## src/rtl/iod_dly_pkg.sv

```systemverilog
// Shared types for the IOD delay-line tap sequencer.
// Holds the FSM states, the tap-bank operation codes and the lane index width helper.
package iod_dly_pkg;

  typedef enum logic [2:0] {
    ST_IDLE,
    ST_LOAD,
    ST_SETUP,
    ST_MOVE,
    ST_WAIT,
    ST_DONE
  } seq_state_e;

  typedef enum logic [2:0] {
    TAP_NOP,
    TAP_INIT,
    TAP_INC,
    TAP_DEC,
    TAP_REVERT
  } tap_op_e;

  localparam logic DIR_INC = 1'b1;
  localparam logic DIR_DEC = 1'b0;

  function automatic int lane_w(input int n);
    return (n <= 1) ? 1 : $clog2(n);
  endfunction

endpackage

```

## src/rtl/iod_dly_tap_seq_if.sv

```systemverilog
// Request/completion handshake plus the per-lane IOD delay-line controls.
// The slave modport is the sequencer view; master is the requester/IOD view.
interface iod_dly_tap_seq_if #(
  parameter int NUM_LANES = 2,
  parameter int TAP_W     = 8
);
  localparam int LW = iod_dly_pkg::lane_w(NUM_LANES);

  logic                         REQ_VALID;
  logic                         REQ_READY;
  logic [LW-1:0]                REQ_LANE;
  logic [TAP_W-1:0]             REQ_TAP;
  logic                         REQ_LOAD;
  logic                         DONE;
  logic                         DONE_ERR;
  logic                         BUSY;
  logic [NUM_LANES*TAP_W-1:0]   CUR_TAP;
  logic [NUM_LANES-1:0]         DELAY_LINE_MOVE;
  logic [NUM_LANES-1:0]         DELAY_LINE_DIRECTION;
  logic [NUM_LANES-1:0]         DELAY_LINE_LOAD;
  logic [NUM_LANES-1:0]         DELAY_LINE_OUT_OF_RANGE;

  modport slave (
    input  REQ_VALID, REQ_LANE, REQ_TAP, REQ_LOAD, DELAY_LINE_OUT_OF_RANGE,
    output REQ_READY, DONE, DONE_ERR, BUSY, CUR_TAP,
           DELAY_LINE_MOVE, DELAY_LINE_DIRECTION, DELAY_LINE_LOAD
  );

  modport master (
    output REQ_VALID, REQ_LANE, REQ_TAP, REQ_LOAD, DELAY_LINE_OUT_OF_RANGE,
    input  REQ_READY, DONE, DONE_ERR, BUSY, CUR_TAP,
           DELAY_LINE_MOVE, DELAY_LINE_DIRECTION, DELAY_LINE_LOAD
  );

endinterface

```

## src/rtl/iod_dly_tap_bank.sv

```systemverilog
// Per-lane tap shadow registers: set-to-INIT, increment, decrement and revert of the last step.
// One operation per cycle on the addressed lane; result is visible the following cycle.
module iod_dly_tap_bank
  import iod_dly_pkg::*;
#(
  parameter  int NUM_LANES = 2,
  parameter  int TAP_W     = 8,
  parameter  int INIT_TAP  = 1,
  localparam int LW        = lane_w(NUM_LANES)
) (
  input  logic                       clk,
  input  logic                       rst_n,
  input  tap_op_e                    op,
  input  logic [LW-1:0]              op_lane,
  output logic [NUM_LANES*TAP_W-1:0] cur_tap
);

  logic [TAP_W-1:0] tap_q [NUM_LANES];
  logic [TAP_W-1:0] tap_d [NUM_LANES];
  logic             last_inc_q;
  logic             last_inc_d;

  always_comb begin
    last_inc_d = last_inc_q;
    if (op == TAP_INC) last_inc_d = 1'b1;
    if (op == TAP_DEC) last_inc_d = 1'b0;
    for (int i = 0; i < NUM_LANES; i++) begin
      tap_d[i] = tap_q[i];
      if (op_lane == LW'(i)) begin
        case (op)
          TAP_INIT:   tap_d[i] = TAP_W'(INIT_TAP);
          TAP_INC:    tap_d[i] = tap_q[i] + TAP_W'(1);
          TAP_DEC:    tap_d[i] = tap_q[i] - TAP_W'(1);
          // Undo the most recent step, whichever way it went.
          TAP_REVERT: tap_d[i] = last_inc_q ? (tap_q[i] - TAP_W'(1)) : (tap_q[i] + TAP_W'(1));
          default:    tap_d[i] = tap_q[i];
        endcase
      end
    end
  end

  always_ff @(posedge clk or negedge rst_n) begin
    if (!rst_n) begin
      last_inc_q <= 1'b0;
      for (int i = 0; i < NUM_LANES; i++) tap_q[i] <= TAP_W'(INIT_TAP);
    end else begin
      last_inc_q <= last_inc_d;
      for (int i = 0; i < NUM_LANES; i++) tap_q[i] <= tap_d[i];
    end
  end

  always_comb begin
    cur_tap = '0;
    for (int i = 0; i < NUM_LANES; i++) cur_tap[i*TAP_W +: TAP_W] = tap_q[i];
  end

endmodule

```

## src/rtl/iod_dly_tap_seq.sv

```systemverilog
// Multi-lane IOD delay tap sequencer: turns "lane N to tap T" into spaced LOAD/MOVE/DIRECTION pulses.
// One request in flight; all outputs registered; DONE pulses one cycle, READY returns the cycle after.
module iod_dly_tap_seq
  import iod_dly_pkg::*;
#(
  parameter int NUM_LANES    = 2,
  parameter int TAP_W        = 8,
  parameter int MAX_TAP      = 127,
  parameter int INIT_TAP     = 1,
  parameter int MOVE_SPACING = 4
) (
  input  logic              FAB_CLK,
  input  logic              ARST_N,
  iod_dly_tap_seq_if.slave  bus
);

  localparam int LW = lane_w(NUM_LANES);

  // Reset asserts asynchronously and releases on a clock edge.
  logic [1:0] rst_sync_q;
  logic [1:0] rst_sync_d;
  logic       rst_n;

  assign rst_sync_d = {rst_sync_q[0], 1'b1};
  assign rst_n      = rst_sync_q[1];

  always_ff @(posedge FAB_CLK or negedge ARST_N) begin
    if (!ARST_N) rst_sync_q <= '0;
    else         rst_sync_q <= rst_sync_d;
  end

  seq_state_e           state_q, state_d;
  logic [LW-1:0]        lane_q, lane_d;
  logic [TAP_W-1:0]     tgt_q, tgt_d;
  logic [3:0]           cnt_q, cnt_d;
  logic [NUM_LANES-1:0] dir_q, dir_d;
  logic [NUM_LANES-1:0] move_q, move_d;
  logic [NUM_LANES-1:0] load_q, load_d;
  logic                 done_q, done_d;
  logic                 err_q, err_d;
  logic                 ready_q, ready_d;

  tap_op_e                    tap_op;
  logic [LW-1:0]              tap_lane;
  logic [NUM_LANES*TAP_W-1:0] cur_tap;
  logic [TAP_W-1:0]           sel_tap;
  logic [TAP_W-1:0]           req_lane_tap;
  logic                       sel_oor;
  logic                       req_bad;
  logic signed [TAP_W:0]      delta_req;
  logic signed [TAP_W:0]      delta_load;
  tap_op_e                    step_op;

  function automatic logic [NUM_LANES-1:0] lane_mask(input logic [LW-1:0] l);
    logic [NUM_LANES-1:0] m;
    m = '0;
    for (int i = 0; i < NUM_LANES; i++) m[i] = (l == LW'(i));
    return m;
  endfunction

  function automatic logic [NUM_LANES-1:0] dir_vec(input logic [LW-1:0] l, input logic inc);
    logic [NUM_LANES-1:0] v;
    v = '0;
    for (int i = 0; i < NUM_LANES; i++) v[i] = (l == LW'(i)) ? (inc ? DIR_INC : DIR_DEC) : DIR_DEC;
    return v;
  endfunction

  always_comb begin
    sel_tap      = '0;
    req_lane_tap = '0;
    sel_oor      = 1'b0;
    for (int i = 0; i < NUM_LANES; i++) begin
      if (lane_q == LW'(i)) begin
        sel_tap = cur_tap[i*TAP_W +: TAP_W];
        sel_oor = bus.DELAY_LINE_OUT_OF_RANGE[i];
      end
      if (bus.REQ_LANE == LW'(i)) req_lane_tap = cur_tap[i*TAP_W +: TAP_W];
    end
  end

  assign req_bad    = (int'(bus.REQ_TAP) > MAX_TAP) || (int'(bus.REQ_LANE) >= NUM_LANES);
  assign delta_req  = $signed({1'b0, bus.REQ_TAP}) - $signed({1'b0, req_lane_tap});
  assign delta_load = $signed({1'b0, tgt_q}) - $signed({1'b0, TAP_W'(INIT_TAP)});
  assign step_op    = ((|dir_q) == DIR_INC) ? TAP_INC : TAP_DEC;

  always_comb begin
    state_d  = state_q;
    lane_d   = lane_q;
    tgt_d    = tgt_q;
    cnt_d    = cnt_q;
    dir_d    = dir_q;
    move_d   = '0;
    load_d   = '0;
    done_d   = 1'b0;
    err_d    = 1'b0;
    tap_op   = TAP_NOP;
    tap_lane = lane_q;

    case (state_q)
      ST_IDLE: begin
        if (bus.REQ_VALID && ready_q) begin
          lane_d = bus.REQ_LANE;
          tgt_d  = bus.REQ_TAP;
          if (req_bad) begin
            state_d = ST_DONE;
            done_d  = 1'b1;
            err_d   = 1'b1;
          end else if (bus.REQ_LOAD) begin
            state_d  = ST_LOAD;
            load_d   = lane_mask(bus.REQ_LANE);
            tap_op   = TAP_INIT;
            tap_lane = bus.REQ_LANE;
          end else begin
            // Direction is registered on entry so it is already valid during SETUP.
            state_d = ST_SETUP;
            dir_d   = dir_vec(bus.REQ_LANE, !delta_req[TAP_W] && (delta_req != '0));
          end
        end
      end
      ST_LOAD: begin
        state_d = ST_SETUP;
        dir_d   = dir_vec(lane_q, !delta_load[TAP_W] && (delta_load != '0));
      end
      ST_SETUP: begin
        if (sel_tap == tgt_q) begin
          state_d = ST_DONE;
          done_d  = 1'b1;
        end else begin
          state_d = ST_MOVE;
          move_d  = lane_mask(lane_q);
          tap_op  = step_op;
        end
      end
      ST_MOVE: begin
        state_d = ST_WAIT;
        cnt_d   = 4'(MOVE_SPACING - 2);
      end
      ST_WAIT: begin
        if (sel_oor) begin
          state_d = ST_DONE;
          done_d  = 1'b1;
          err_d   = 1'b1;
          tap_op  = TAP_REVERT;
        end else if (cnt_q == '0) begin
          if (sel_tap == tgt_q) begin
            state_d = ST_DONE;
            done_d  = 1'b1;
          end else begin
            state_d = ST_MOVE;
            move_d  = lane_mask(lane_q);
            tap_op  = step_op;
          end
        end else begin
          cnt_d = cnt_q - 4'd1;
        end
      end
      ST_DONE: begin
        state_d = ST_IDLE;
        dir_d   = '0;
      end
      default: state_d = ST_IDLE;
    endcase

    ready_d = (state_d == ST_IDLE);
  end

  always_ff @(posedge FAB_CLK or negedge rst_n) begin
    if (!rst_n) begin
      state_q <= ST_IDLE;
      lane_q  <= '0;
      tgt_q   <= '0;
      cnt_q   <= '0;
      dir_q   <= '0;
      move_q  <= '0;
      load_q  <= '0;
      done_q  <= 1'b0;
      err_q   <= 1'b0;
      ready_q <= 1'b1;
    end else begin
      state_q <= state_d;
      lane_q  <= lane_d;
      tgt_q   <= tgt_d;
      cnt_q   <= cnt_d;
      dir_q   <= dir_d;
      move_q  <= move_d;
      load_q  <= load_d;
      done_q  <= done_d;
      err_q   <= err_d;
      ready_q <= ready_d;
    end
  end

  iod_dly_tap_bank #(
    .NUM_LANES (NUM_LANES),
    .TAP_W     (TAP_W),
    .INIT_TAP  (INIT_TAP)
  ) u_bank (
    .clk     (FAB_CLK),
    .rst_n   (rst_n),
    .op      (tap_op),
    .op_lane (tap_lane),
    .cur_tap (cur_tap)
  );

  assign bus.REQ_READY            = ready_q;
  assign bus.BUSY                 = ~ready_q;
  assign bus.DONE                 = done_q;
  assign bus.DONE_ERR             = err_q;
  assign bus.CUR_TAP              = cur_tap;
  assign bus.DELAY_LINE_MOVE      = move_q;
  assign bus.DELAY_LINE_DIRECTION = dir_q;
  assign bus.DELAY_LINE_LOAD      = load_q;

endmodule

```

## src/flat_wrapper.sv

```systemverilog
// flat-port wrapper written by rule: the top's interface ports become plain ports
module iod_dly_tap_seq_flat import iod_dly_pkg::*;
#(
  parameter int NUM_LANES    = 2,
  parameter int TAP_W        = 8,
  parameter int MAX_TAP      = 127,
  parameter int INIT_TAP     = 1,
  parameter int MOVE_SPACING = 4
)
  (FAB_CLK, ARST_N, bus_REQ_VALID, bus_REQ_LANE, bus_REQ_TAP, bus_REQ_LOAD, bus_DELAY_LINE_OUT_OF_RANGE, bus_REQ_READY, bus_DONE, bus_DONE_ERR, bus_BUSY, bus_CUR_TAP, bus_DELAY_LINE_MOVE, bus_DELAY_LINE_DIRECTION, bus_DELAY_LINE_LOAD);
  iod_dly_tap_seq_if #(.NUM_LANES(NUM_LANES), .TAP_W(TAP_W)) bus_i ();
  input  logic FAB_CLK;
  input  logic ARST_N;
  input wire logic [$bits(bus_i.REQ_VALID)-1:0] bus_REQ_VALID;
  input wire logic [$bits(bus_i.REQ_LANE)-1:0] bus_REQ_LANE;
  input wire logic [$bits(bus_i.REQ_TAP)-1:0] bus_REQ_TAP;
  input wire logic [$bits(bus_i.REQ_LOAD)-1:0] bus_REQ_LOAD;
  input wire logic [$bits(bus_i.DELAY_LINE_OUT_OF_RANGE)-1:0] bus_DELAY_LINE_OUT_OF_RANGE;
  output wire logic [$bits(bus_i.REQ_READY)-1:0] bus_REQ_READY;
  output wire logic [$bits(bus_i.DONE)-1:0] bus_DONE;
  output wire logic [$bits(bus_i.DONE_ERR)-1:0] bus_DONE_ERR;
  output wire logic [$bits(bus_i.BUSY)-1:0] bus_BUSY;
  output wire logic [$bits(bus_i.CUR_TAP)-1:0] bus_CUR_TAP;
  output wire logic [$bits(bus_i.DELAY_LINE_MOVE)-1:0] bus_DELAY_LINE_MOVE;
  output wire logic [$bits(bus_i.DELAY_LINE_DIRECTION)-1:0] bus_DELAY_LINE_DIRECTION;
  output wire logic [$bits(bus_i.DELAY_LINE_LOAD)-1:0] bus_DELAY_LINE_LOAD;
  assign bus_i.REQ_VALID = bus_REQ_VALID;
  assign bus_i.REQ_LANE = bus_REQ_LANE;
  assign bus_i.REQ_TAP = bus_REQ_TAP;
  assign bus_i.REQ_LOAD = bus_REQ_LOAD;
  assign bus_i.DELAY_LINE_OUT_OF_RANGE = bus_DELAY_LINE_OUT_OF_RANGE;
  assign bus_REQ_READY = bus_i.REQ_READY;
  assign bus_DONE = bus_i.DONE;
  assign bus_DONE_ERR = bus_i.DONE_ERR;
  assign bus_BUSY = bus_i.BUSY;
  assign bus_CUR_TAP = bus_i.CUR_TAP;
  assign bus_DELAY_LINE_MOVE = bus_i.DELAY_LINE_MOVE;
  assign bus_DELAY_LINE_DIRECTION = bus_i.DELAY_LINE_DIRECTION;
  assign bus_DELAY_LINE_LOAD = bus_i.DELAY_LINE_LOAD;
  iod_dly_tap_seq #(.NUM_LANES(NUM_LANES), .TAP_W(TAP_W), .MAX_TAP(MAX_TAP), .INIT_TAP(INIT_TAP), .MOVE_SPACING(MOVE_SPACING)) u_core (.FAB_CLK(FAB_CLK), .ARST_N(ARST_N), .bus(bus_i));
endmodule
```

## config.mk

```make
export PLATFORM = sky130hd
export DESIGN_NAME = iod_dly_tap_seq_flat
export DESIGN_NICKNAME = d
export VERILOG_FILES = /design/src/rtl/iod_dly_pkg.sv /design/src/rtl/iod_dly_tap_seq_if.sv /design/src/rtl/iod_dly_tap_bank.sv /design/src/rtl/iod_dly_tap_seq.sv /design/src/flat_wrapper.sv
export SDC_FILE = /design/constraint.sdc
export NUM_CORES = 1
export LEC_CHECK = 0
export ABC_AREA = 1
export CAP_MARGIN = 20
export CORE_MARGIN = 3
export CORE_UTILIZATION = 57
export CTS_CLUSTER_DIAMETER = 60
export DETAILED_ROUTE_END_ITERATION = 8
export GPL_ROUTABILITY_DRIVEN = 0
export GPL_TIMING_DRIVEN = 0
export PLACE_DENSITY = 0.83
export SLEW_MARGIN = 20
export SYNTH_ARGS = -nofsm -noshare
export SYNTH_HDL_FRONTEND = slang
export SYNTH_HIERARCHICAL = 1
export SYNTH_SLANG_ARGS = --single-unit
```

## constraint.sdc

```tcl
create_clock -name FAB_CLK -period 2.09 [get_ports FAB_CLK]
set_clock_uncertainty 0.15 [all_clocks]
set_input_delay 0.3135 -clock FAB_CLK [delete_from_list [all_inputs] [get_ports FAB_CLK]]
set_output_delay 0.3135 -clock FAB_CLK [all_outputs]
set_load 0.01 [all_outputs]
```

**After elaboration in Yosys (flattened, before gate mapping)**

Cells that the tools add are included.

- $lt $le $gt $ge: 1
- Add/sub/neg operators: 7
- Reduce and logical (&&, ||, !) cells: 20
- Multiplexer cells: 57
- Bitwise gates (word level): 4
- Equal/unequal tests: 15

Operators with widths:

| kind | number |
|---|---|
| case mux 8 bit (4 select lines) | 2 |
| 2-to-1 mux 8 bit | 4 |
| 2-to-1 mux 3 bit | 10 |
| 2-to-1 mux 2 bit | 11 |
| 2-to-1 mux 1 bit | 21 |
| nonzero test 9 bit | 2 |
| adder 8 x 1 -> 8 bit (second input constant) | 2 |
| subtractor 8 x 1 -> 8 bit (second input constant) | 2 |
| case mux 3 bit (5 select lines) | 1 |
| == test 3 x 2 -> 1 bit (second input constant) | 4 |
| == test 3 bit (second input constant) | 3 |
| case mux 3 bit (3 select lines) | 1 |
| subtractor 8 x 1 -> 9 bit (second input constant) | 1 |
| subtractor 8 x 8 -> 9 bit | 1 |
| == test 8 bit | 1 |
| greater-than comparator 8 x 7 -> 1 bit (second input constant) | 1 |
| 2-to-1 mux 4 bit | 2 |
| inequality test 2 bit (second input constant) | 4 |
| case mux 4 bit (2 select lines) | 1 |
| == test 3 x 1 -> 1 bit (second input constant) | 2 |
| zero test 3 bit | 2 |
| case mux 2 bit (3 select lines) | 1 |
| AND reduction 2 bit | 3 |
| zero test 4 bit | 1 |
| 14 further kinds | 21 |

- Output and inout bits: 26
- Input port bits: 15
- Logic and storage cells: 118
- Bits in registers: 44

**Depth between registers and ports, before layout**

Gate-level depths: netlist (run 1).

- Depth in word-level cells: 10
- Gate-level depth with buffers: 19
- Mapped depth without buffers: 17

**Cells and area by module**

The synthesis (run 1) kept the hierarchy.

Modules (own cells, without submodules):

| module | seq. area each (um^2) | area an instance (um^2) | cells each | times used |
|---|---|---|---|---|
| iod_dly_tap_seq | 676.9 | 2,023.2 | 305 | 1 |
| iod_dly_tap_bank | 427.9 | 1,632.8 | 248 | 1 |

**Least setup slack after synthesis (run 1)**

No wires, ideal clock.

- Path kind: register to register
- From: reg u_core.u_bank.tap_q (netlist bit u_core/u_bank/cur_tap[0])
- To: reg u_core.u_bank.tap_q (netlist bit u_core/u_bank/cur_tap[3])
- Cell stages (with the launch flop): 17
- Clock period less this slack: 2.314 ns
- Arrival time: 2.047 ns
- Data required time: 1.823 ns
- Path buffers: 0
- Setup slack: -0.224 ns
- Library setup time: 0.117 ns
- Path through: dfstp_2 > inv_1 > o21ai_1 > xnor2_1 > nand2_1 > nor2_2 > nand2_1 > nand2_2 > o21ai_1 > inv_1 > nand3_1 > nand2_2 > inv_4 > nor2_8 > inv_2 > nand2_1 > nand2_1

- Longest elaborated chain between the ends: 9
- Elaborated cells between the ends (all ways): 16
- Classes of those cells: add/sub (2); eq/ne (5); mux (7); reduce/logical (2)

RTL lines:

| item | RTL line | source |
|---|---|---|
| start: declaration | iod_dly_tap_bank.sv:18 | `logic [TAP_W-1:0] tap_q [NUM_LANES];` |
| 2-to-1 mux 8 bit * | iod_dly_tap_seq.sv:73 | `if (lane_q == LW'(i)) begin` |
| == test 8 bit * | iod_dly_tap_seq.sv:125, iod_dly_tap_seq.sv:145 |  |
| 2-to-1 mux 3 bit * | iod_dly_tap_seq.sv:125, iod_dly_tap_seq.sv:145 |  |
| 2-to-1 mux 3 bit | iod_dly_tap_seq.sv:144 | `end else if (cnt_q == '0) begin` |
| 2-to-1 mux 3 bit | iod_dly_tap_seq.sv:139 | `if (sel_oor) begin` |
| case mux 3 bit (3 select lines) * | iod_dly_tap_seq.sv:99 | `case (state_q)` |
| named net u_core.tap_op[0] | iod_dly_tap_seq.sv:43 | `tap_op_e tap_op;` |
| == test 3 x 2 -> 1 bit, or another cell as far along | iod_dly_tap_bank.sv:30 | `case (op)` |
| nonzero test 4 bit (no source line) | n/a |  |
| AND reduction 2 bit (no source line) | n/a |  |

Mark *: on every way through the listed nets, which the timed path passes. The rest lies on a longest branch.
A chain may end at the register's enable or synchronous reset.

**Worst setup path after layout (run 1)**

- From: reg u_core.lane_q
- To: reg u_core.u_bank.tap_q (netlist bit u_core/u_bank/cur_tap[5])

- Longest elaborated chain between the ends: 9
- Elaborated cells between the ends (all ways): 19
- Classes of those cells: eq/ne (5); mux (11); bitwise (1); reduce/logical (2)

RTL lines:

| item | RTL line | source |
|---|---|---|
| start: declaration | iod_dly_tap_seq.sv:33 | `logic [LW-1:0] lane_q, lane_d;` |
| start signal: assignment | iod_dly_tap_seq.sv:181 | `lane_q <= lane_d;` |
| 2-to-1 mux 8 bit | iod_dly_tap_seq.sv:73 |  |
| == test 8 bit | iod_dly_tap_seq.sv:125, iod_dly_tap_seq.sv:145 |  |
| 2-to-1 mux 3 bit | iod_dly_tap_seq.sv:125, iod_dly_tap_seq.sv:145 |  |
| 2-to-1 mux 3 bit | iod_dly_tap_seq.sv:144 |  |
| 2-to-1 mux 3 bit | iod_dly_tap_seq.sv:139 |  |
| case mux 3 bit (3 select lines) * | iod_dly_tap_seq.sv:99 |  |
| named net u_core.tap_op[1] | iod_dly_tap_seq.sv:43 |  |
| == test 3 x 2 -> 1 bit, or another cell as far along | iod_dly_tap_bank.sv:30 |  |
| nonzero test 4 bit (no source line) | n/a |  |
| AND reduction 2 bit (no source line) | n/a |  |

Marks and branches as above.

==> results.ini, run 1 <==
[worst_setup_path]
critPathArrivalTime_ns = 2.87
crit_required_ns = 2.16
startpoint_type = flop
r2r_start = u_core/lane_q
worstSetupPathType = flop to flop
rrSetupSlack_ns = -0.71
reg2reg_depth = 19
timing.rr.end = u_core/u_bank/cur_tap[5]
cp_max_fo = 8
end_kind = flop

[synthesis]
syn_area_um2 = 3660
synth_flop_cell = dfrtp_1
synth_top_cell_by_area = dfrtp_1
synth.top_cell.area_share = 0.281
synth-async-reset-ratio = 1.00
avgSynthCellArea_um2 = 6.61
syn_nets = 585
yosys-top-cells-area = dfrtp_1 28%, nand2_1 19%, inv_1 7.9%, nand3_1 5.6%, ha_1 5.5%
synth.distinct_cells = 37
ys_ff_latch = 44
seq_area_frac_synth = 0.302
synth_edf_count = 0
ys_warn_count = 6
synthCells = 553

[placed_design]
place_hpwl_um = 7130
port_buffers = 40
placed_area_um2 = 4210

[sta]
final_max_slew_viol_count = 0
maxSlewHeadroom = 0.665
timing.final.ws_setup_ns = -0.714
max_freq_ghz = 0.357
worstMarginPinSlew_ns = 0.499
rsz0062_at_grt = yes
setup_violations = 24
hold_viol = 0
whs_ns = 0.0215
period_share = 1.34
fin_crit_ns = 2.80

[outcome]
violations = setup timing
status = finished, violations left

[floorplanning]
chipHeight_um = 86.1
coreArea_um2 = 6060
row_count = 28
die_area_um2 = 7410
die_w_um = 86.1
start_util = 0.603
ios = 41

[pwr]
vdd.ir_drop.worst_mv = 0.754
power_density_nw_per_um2 = 1450
totalPowerFinal_w = 0.00693
leakagePower_nw = 2.50

[grt]
grt_pass1_wl_um = 16900
antenna_found_initial = 0
gr-total-overflow = 0
grt_max_degree = 26
grt_pass1_vias = 3722
track_usage = 0.281

[layout]
drive_above_1_share = 0.248
nNetsFinal = 661
area_delta_synth_final_pct = 31.1
postLayoutCellArea_um2 = 4790
n_fill_cell = 412
layout_common_cells = 174 x nand2_1, 70 x inv_1, 41 x nor2_1
final_common_cell = nand2_1
n_antenna_cell = 0

[routing]
wirelength_um = 11600
num_vias = 4098
drcViolationCount = 0
avgRoutedWirePerCell_um = 16.5
drtIter0Drc = 468
ant_nets = 0
dr.pass1.iters = 7
avgViaCountPerCell = 5.81

[clock_network]
clk_latency_ns = 0.31
cts_tree = built
cts_inserted_buffers = 5
h-tree-depth = 2
clock_path_buffers = 2
cts.reportedPaths.clkPinSlew_ns = 0.10
ctsRootBufferMaster = clkbuf_8
clock-sinks = 44

[hold_path]
hp-class = input port to asynchronous set/reset pin

[job]
drv_cap = 0

[timing repair]
action,4_1_cts,5_1_grt
hold endpoints to repair,0,0
pin swaps,6,20
buffers inserted,18,7
setup endpoints to repair,19,20
hold buffers,0,0
gates cloned,1,2
resized for setup,29,50
[critical path: stages (launching register included)]
cell,delay [ns]
dfrtp_1,0.43
buf_6,0.16
buf_12,0.14
nand2_1,0.09
nand2_1,0.09
xnor2_1,0.17
nand2_1,0.11
nor2_2,0.17
nand2_1,0.12
nand2_2,0.16
inv_2,0.08
inv_4,0.08
nor2_4,0.05
nand2_2,0.13
nand2_4,0.12
clkbuf_16,0.18
nand3_2,0.05
nand2_1,0.07
nand2_1,0.09
nand2_1,0.06
[through the flow]
stage / util / setup TNS, ns / setup slack [ns] / cells
after floorplan: - / -1.68 / -0.117 / 553
after global placement: 0.692 / -10.09 / -1.01 / 668
after detailed placement: 0.695 / -11.38 / -1.11 / 669
after CTS: 0.746 / -5.71 / -0.383 / 696
after global routing: 0.791 / -12.46 / -0.781 / 705
final: 0.791 / -11.71 / -0.714 / 705
[cell type report]
| class | instances | area, um^2 | area share |
|---|---|---|---|
| Clock inverter | 3 | 46.3 | 0.00966 |
| Tap cell | 75 | 93.8 | 0.0196 |
| Inverter | 89 | 347 | 0.0723 |
| Timing Repair Buffer | 69 | 678 | 0.141 |
| Multi-Input combinational cell | 407 | 2310 | 0.483 |
| Sequential cell | 44 | 1110 | 0.232 |
| Clock buffer | 5 | 68.8 | 0.0144 |
| Buffer | 13 | 134 | 0.0279 |
[cell usage after synthesis (all sizes together) (6+ instances only)]
master    n
buf      11
xnor2     6
o21ai    40
xor2      8
nand2   197
nand3    55
dfrtp    41
nand4    10
nor2     52
inv      89
ha       16
a21oi     8
[how the worst max path moves through the flow]
stage	cells past startpoint	slack (ns)	endpoint	start
2_1_floorplan	16	-0.12	u_core/u_bank/cur_tap[1]	u_core/u_bank/cur_tap[0]
3_3_place_gp	15	-1.01	u_core/bus.DELAY_LINE_DIRECTION[0]	bus_REQ_LANE
3_5_place_dp	15	-1.11	u_core/bus.DELAY_LINE_DIRECTION[1]	bus_REQ_LANE
4_1_cts	18	-0.38	u_core/u_bank/cur_tap[10]	u_core/lane_q
5_1_grt	18	-0.78	u_core/u_bank/cur_tap[5]	u_core/lane_q
6_report	19	-0.71	u_core/u_bank/cur_tap[5]	u_core/lane_q
[cell families after synthesis]
| group | after synthesis | synth area share |
|---|---|---|
| other cells | 1 | 0.00103 |
| xor+xnor | 14 | 0.0335 |
| buf+inv | 102 | 0.122 |
| fa+ha+maj | 17 | 0.0602 |
| flops | 44 | 0.302 |
| simple gates | 323 | 0.404 |
| compound gates | 52 | 0.0773 |
[sequential cells by signal, indices dropped and copies added (netlist names)]
| signal | count |
|---|---|
| u_core/state_q | 3 |
| u_core/u_bank/last_inc_q | 1 |
| u_core/lane_q | 1 |
| u_core/u_bank/cur_tap | 16 |
| u_core/bus.DELAY_LINE_LOAD | 2 |
| u_core/bus.DONE | 1 |
| u_core/bus.DELAY_LINE_MOVE | 2 |
| u_core/tgt_q | 8 |
| u_core/bus.DONE_ERR | 1 |
| u_core/bus.DELAY_LINE_DIRECTION | 2 |
| u_core/rst_sync_q | 2 |
| u_core/bus.REQ_READY | 1 |
| u_core/cnt_q | 4 |
[layer usage]
| layer | vias up | wire length (um) | GRT usage |
|---|---|---|---|
| met4 | 0 | 473 | 0.0921 |
| met1 | 1911 | 4520 | 0.347 |
| met3 | 52 | 846 | 0.0509 |
| met5 | - | 0 | 0 |
| met2 | 255 | 5770 | 0.493 |
| li1 | 1880 | - | - |
[report_power, final]
| part | internal (W) | total [W] | switching (W) | leakage, nW |
|---|---|---|---|---|
| Combinational | 0.00192 | 0.00471 | 0.00279 | 1.89 |
| Clock | 0.000361 | 0.000702 | 0.000341 | 0.0548 |
| Sequential | 0.00119 | 0.00152 | 0.000328 | 0.555 |
No activity file was read; power rests on OpenSTA's default activity.
==> inputs of run 2 (changes only) <==
Settings changed: CORE_UTILIZATION 57 to 58, PLACE_DENSITY 0.83 to 0.84, SYNTH_HIERARCHICAL 1 to not set.
==> run 2 against run 1 <==
  * Final area down 3.4%
  * Maximum frequency up 19%
  * Non-clock buffer count up 1
  * Synthesized cell count up 2.4%
  * The run still ends with setup timing left
==> results.ini, run 2 <==
[worst_setup_path]
cp_max_fo = 3  ; -5
critPathArrivalTime_ns = 2.40  ; -0.47 ns
end_kind = flop
rrSetupSlack_ns = -0.26  ; +0.45 ns
worstSetupPathType = flop to flop
startpoint_type = flop
crit_required_ns = 2.14  ; -0.02 ns

[floorplanning]
chipHeight_um = 86.1  ; about the same
row_count = 28  ; unchanged
coreArea_um2 = 6060  ; unchanged
ios = 41  ; unchanged
die_w_um = 86.1  ; about the same
die_area_um2 = 7410  ; about the same
start_util = 0.613  ; +0.0101

[layout]
layout_common_cells = 172 x nand2_1, 62 x nand3_1, 61 x inv_1
final_common_cell = nand2_1
n_antenna_cell = 0  ; unchanged
nNetsFinal = 663  ; +0.30%
final_cells = 710  ; +0.71%
utilization = 0.764  ; -0.0268
n_fill_cell = 453  ; +10%
drive_above_1_share = 0.167  ; -0.0807
largest_register_ffs = 16  ; unchanged
area_delta_synth_final_pct = 24.6

[synthesis]
ys_warn_count = 0  ; -6
synth_top_cell_by_area = dfrtp_1
synth-async-reset-ratio = 1.00  ; unchanged
synth_common_cells = 173 x nand2_1, 67 x inv_1, 67 x nand3_1
seq_area_frac_synth = 0.297  ; -0.00498
yosysMostFrequentCell = nand2_1
synthCells = 566  ; +2.4%
ys_ff_latch = 44  ; unchanged
synth.distinct_cells = 44  ; +19%
synth.top_cell.area_share = 0.276  ; -0.00463
syn_area_um2 = 3720  ; +1.7%
avgSynthCellArea_um2 = 6.57  ; -0.66%
syn_nets = 595  ; +1.7%
yosys-top-cells-area = dfrtp_1 28%, nand2_1 17%, nand3_1 9.0%, inv_1 6.8%, ha_1 4.4%
synth_flop_cell = dfrtp_1
synth_edf_count = 0  ; unchanged

[placed_design]
place_hpwl_um = 7900  ; +11%
port_buffers = 40  ; unchanged
placed_cells = 682  ; +1.9%

[pwr]
power.switching_w = 0.00329  ; -5.0%
p_seq_frac = 0.238  ; +0.019
power_density_nw_per_um2 = 1400  ; -3.4%
clkPwrFrac = 0.108  ; +0.007
leakagePower_nw = 2.43  ; -3.0%
p_comb_frac = 0.654  ; -0.025
intPower_w = 0.00318  ; -8.3%
vdd.ir_drop.worst_mv = 0.803  ; +6.5%
switching_share = 0.508  ; +0.00899

[outcome]
status = finished, violations left
violations = setup timing

[clock_network]
postCtsHoldBufs = 0  ; unchanged
clock_path_buffers = 2  ; unchanged
ctsRootBufferMaster = clkbuf_8
cts.reportedPaths.clkPinSlew_ns = 0.09  ; about the same
cts_tree = built
h-tree-depth = 2  ; unchanged
clock-sinks = 44  ; unchanged
cts_inserted_buffers = 5  ; unchanged
clk_latency_ns = 0.31  ; about the same

[routing]
wirelength_um = 11100  ; -4.3%
avgViaCountPerCell = 5.90  ; +1.4%
avgRoutedWirePerCell_um = 15.7  ; -4.9%
ant_nets = 0  ; unchanged
num_vias = 4186  ; +2.1%
dr.pass1.iters = 7  ; unchanged
drcViolationCount = 0  ; unchanged
drtIter0Drc = 547  ; +17%

[grt]
grt_pass1_wl_um = 18300  ; +8.6%
grt_pass1_vias = 3880  ; +4.2%
gr-total-overflow = 0  ; unchanged
grt_max_degree = 28  ; +7.7%
antenna_found_initial = 0  ; unchanged
track_usage = 0.303  ; +0.0221

[sta]
setup_violations = 18  ; -25%
max_freq_ghz = 0.425  ; +19%
maxSlewHeadroom = 0.633  ; -0.0315
period_share = 1.13  ; -0.217
hold_viol = 0  ; unchanged
whs_ns = 0.00254  ; -0.0189 ns
timing.final.ws_setup_ns = -0.261  ; +0.453 ns
final_max_slew_viol_count = 0  ; unchanged
rsz0062_at_grt = yes
tns_ns = -2.09  ; +9.62 ns
worstMarginPinSlew_ns = 0.546  ; +0.0476 ns
fin_crit_ns = 2.35  ; -0.453 ns

[job]
drv_cap = 0  ; unchanged

[hold_path]
hp-class = input port to asynchronous set/reset pin

run 2: cell families (layout without fill, tap and decap cells):
kind of cell               Yosys count  after routing  synth area share
other                                1              1           0.00101
DFF                                 44             44             0.297
buffers and inverters               95            164             0.108
xor gates and xnor gates            16             16            0.0377
and+or+nand+nor                    333            333             0.408
adders and majority gates           14             14            0.0491
AOI/OAI and AO/OA                   63             63            0.0990
run 2: final timing paths:
check | depth (start not counted) | start | endpoint
setup reg to reg | 12 | u_core.u_bank.cur_tap[0] | u_core.bus.DELAY_LINE_DIRECTION[0]
min in group FAB_CLK | 0 | u_core.rst_sync_q[0] | u_core.rst_sync_q[1]
hold reg to reg | 0 | u_core.rst_sync_q[1] | u_core.cnt_q[2]
max in group asynchronous | 1 | u_core.rst_sync_q[1] | u_core.u_bank.cur_tap[8]
hold / removal | 1 | ARST_N | u_core.rst_sync_q[0]
setup / recovery | 12 | u_core.u_bank.cur_tap[0] | u_core.bus.DELAY_LINE_DIRECTION[0]
run 2: timing repair:
action / in CTS / in global routing
resized for setup: 13 / 33
endpoints found under the setup margin: 19 / 31
pin swaps: 11 / 15
buffers inserted: 9 / 12
endpoints found under the hold margin: 0 / 0
run 2: area by class of cell:
class | instances | area, um^2 | share of cell area
sequential | 44 | 1110 | 0.240
tap | 75 | 93.8 | 0.0203
clock inverter | 3 | 46.3 | 0.00999
buffer | 21 | 163 | 0.0351
clock buffer | 5 | 68.8 | 0.0149
timing repair buffer | 62 | 577 | 0.125
multi-input combinational | 427 | 2290 | 0.495
inverter | 73 | 282 | 0.0608
run 2: critical path, stage by stage (launching register included):
cell	delay (ns)
dfstp_2	0.56
inv_2	0.05
o21ai_2	0.13
ha_2	0.20
inv_2	0.05
fa_2	0.37
xor2_1	0.16
nor2_1	0.11
nand3_1	0.08
nor2_1	0.12
nand3_2	0.10
nand3_2	0.09
a21oi_2	0.06
run 2: metrics by stage:
stage | power, W | cell area (um^2) | setup WS (ns)
finish | 0.00647 | 4630 | -0.261
global route | 0.00697 | 4630 | -0.347
CTS | 0.00612 | 4450 | -0.320
detailed placement | 0.00531 | 4240 | -0.941
global placement | 0.00517 | 4220 | -0.798
floorplan | 0.00419 | 3720 | -0.0791
run 2: power by group through the flow:
stage	registers [W]	clock network [W]	logic, W
final	0.00154	0.000701	0.00423
after global routing	0.00157	0.000742	0.00466
after CTS	0.00151	0.000704	0.00391
after detailed placement	0.00154	0	0.00377
after global placement	0.00154	0	0.00363
after floorplan	0.00154	0	0.00265
run 2: per-layer routing:
layer  GRT usage  vias up  part of all wire
li1            -     1975                 -
met1       0.400     1926              0.41
met2       0.511      245              0.47
met3      0.0471       40             0.093
met4      0.0921        0             0.030
met5           0        -                 0
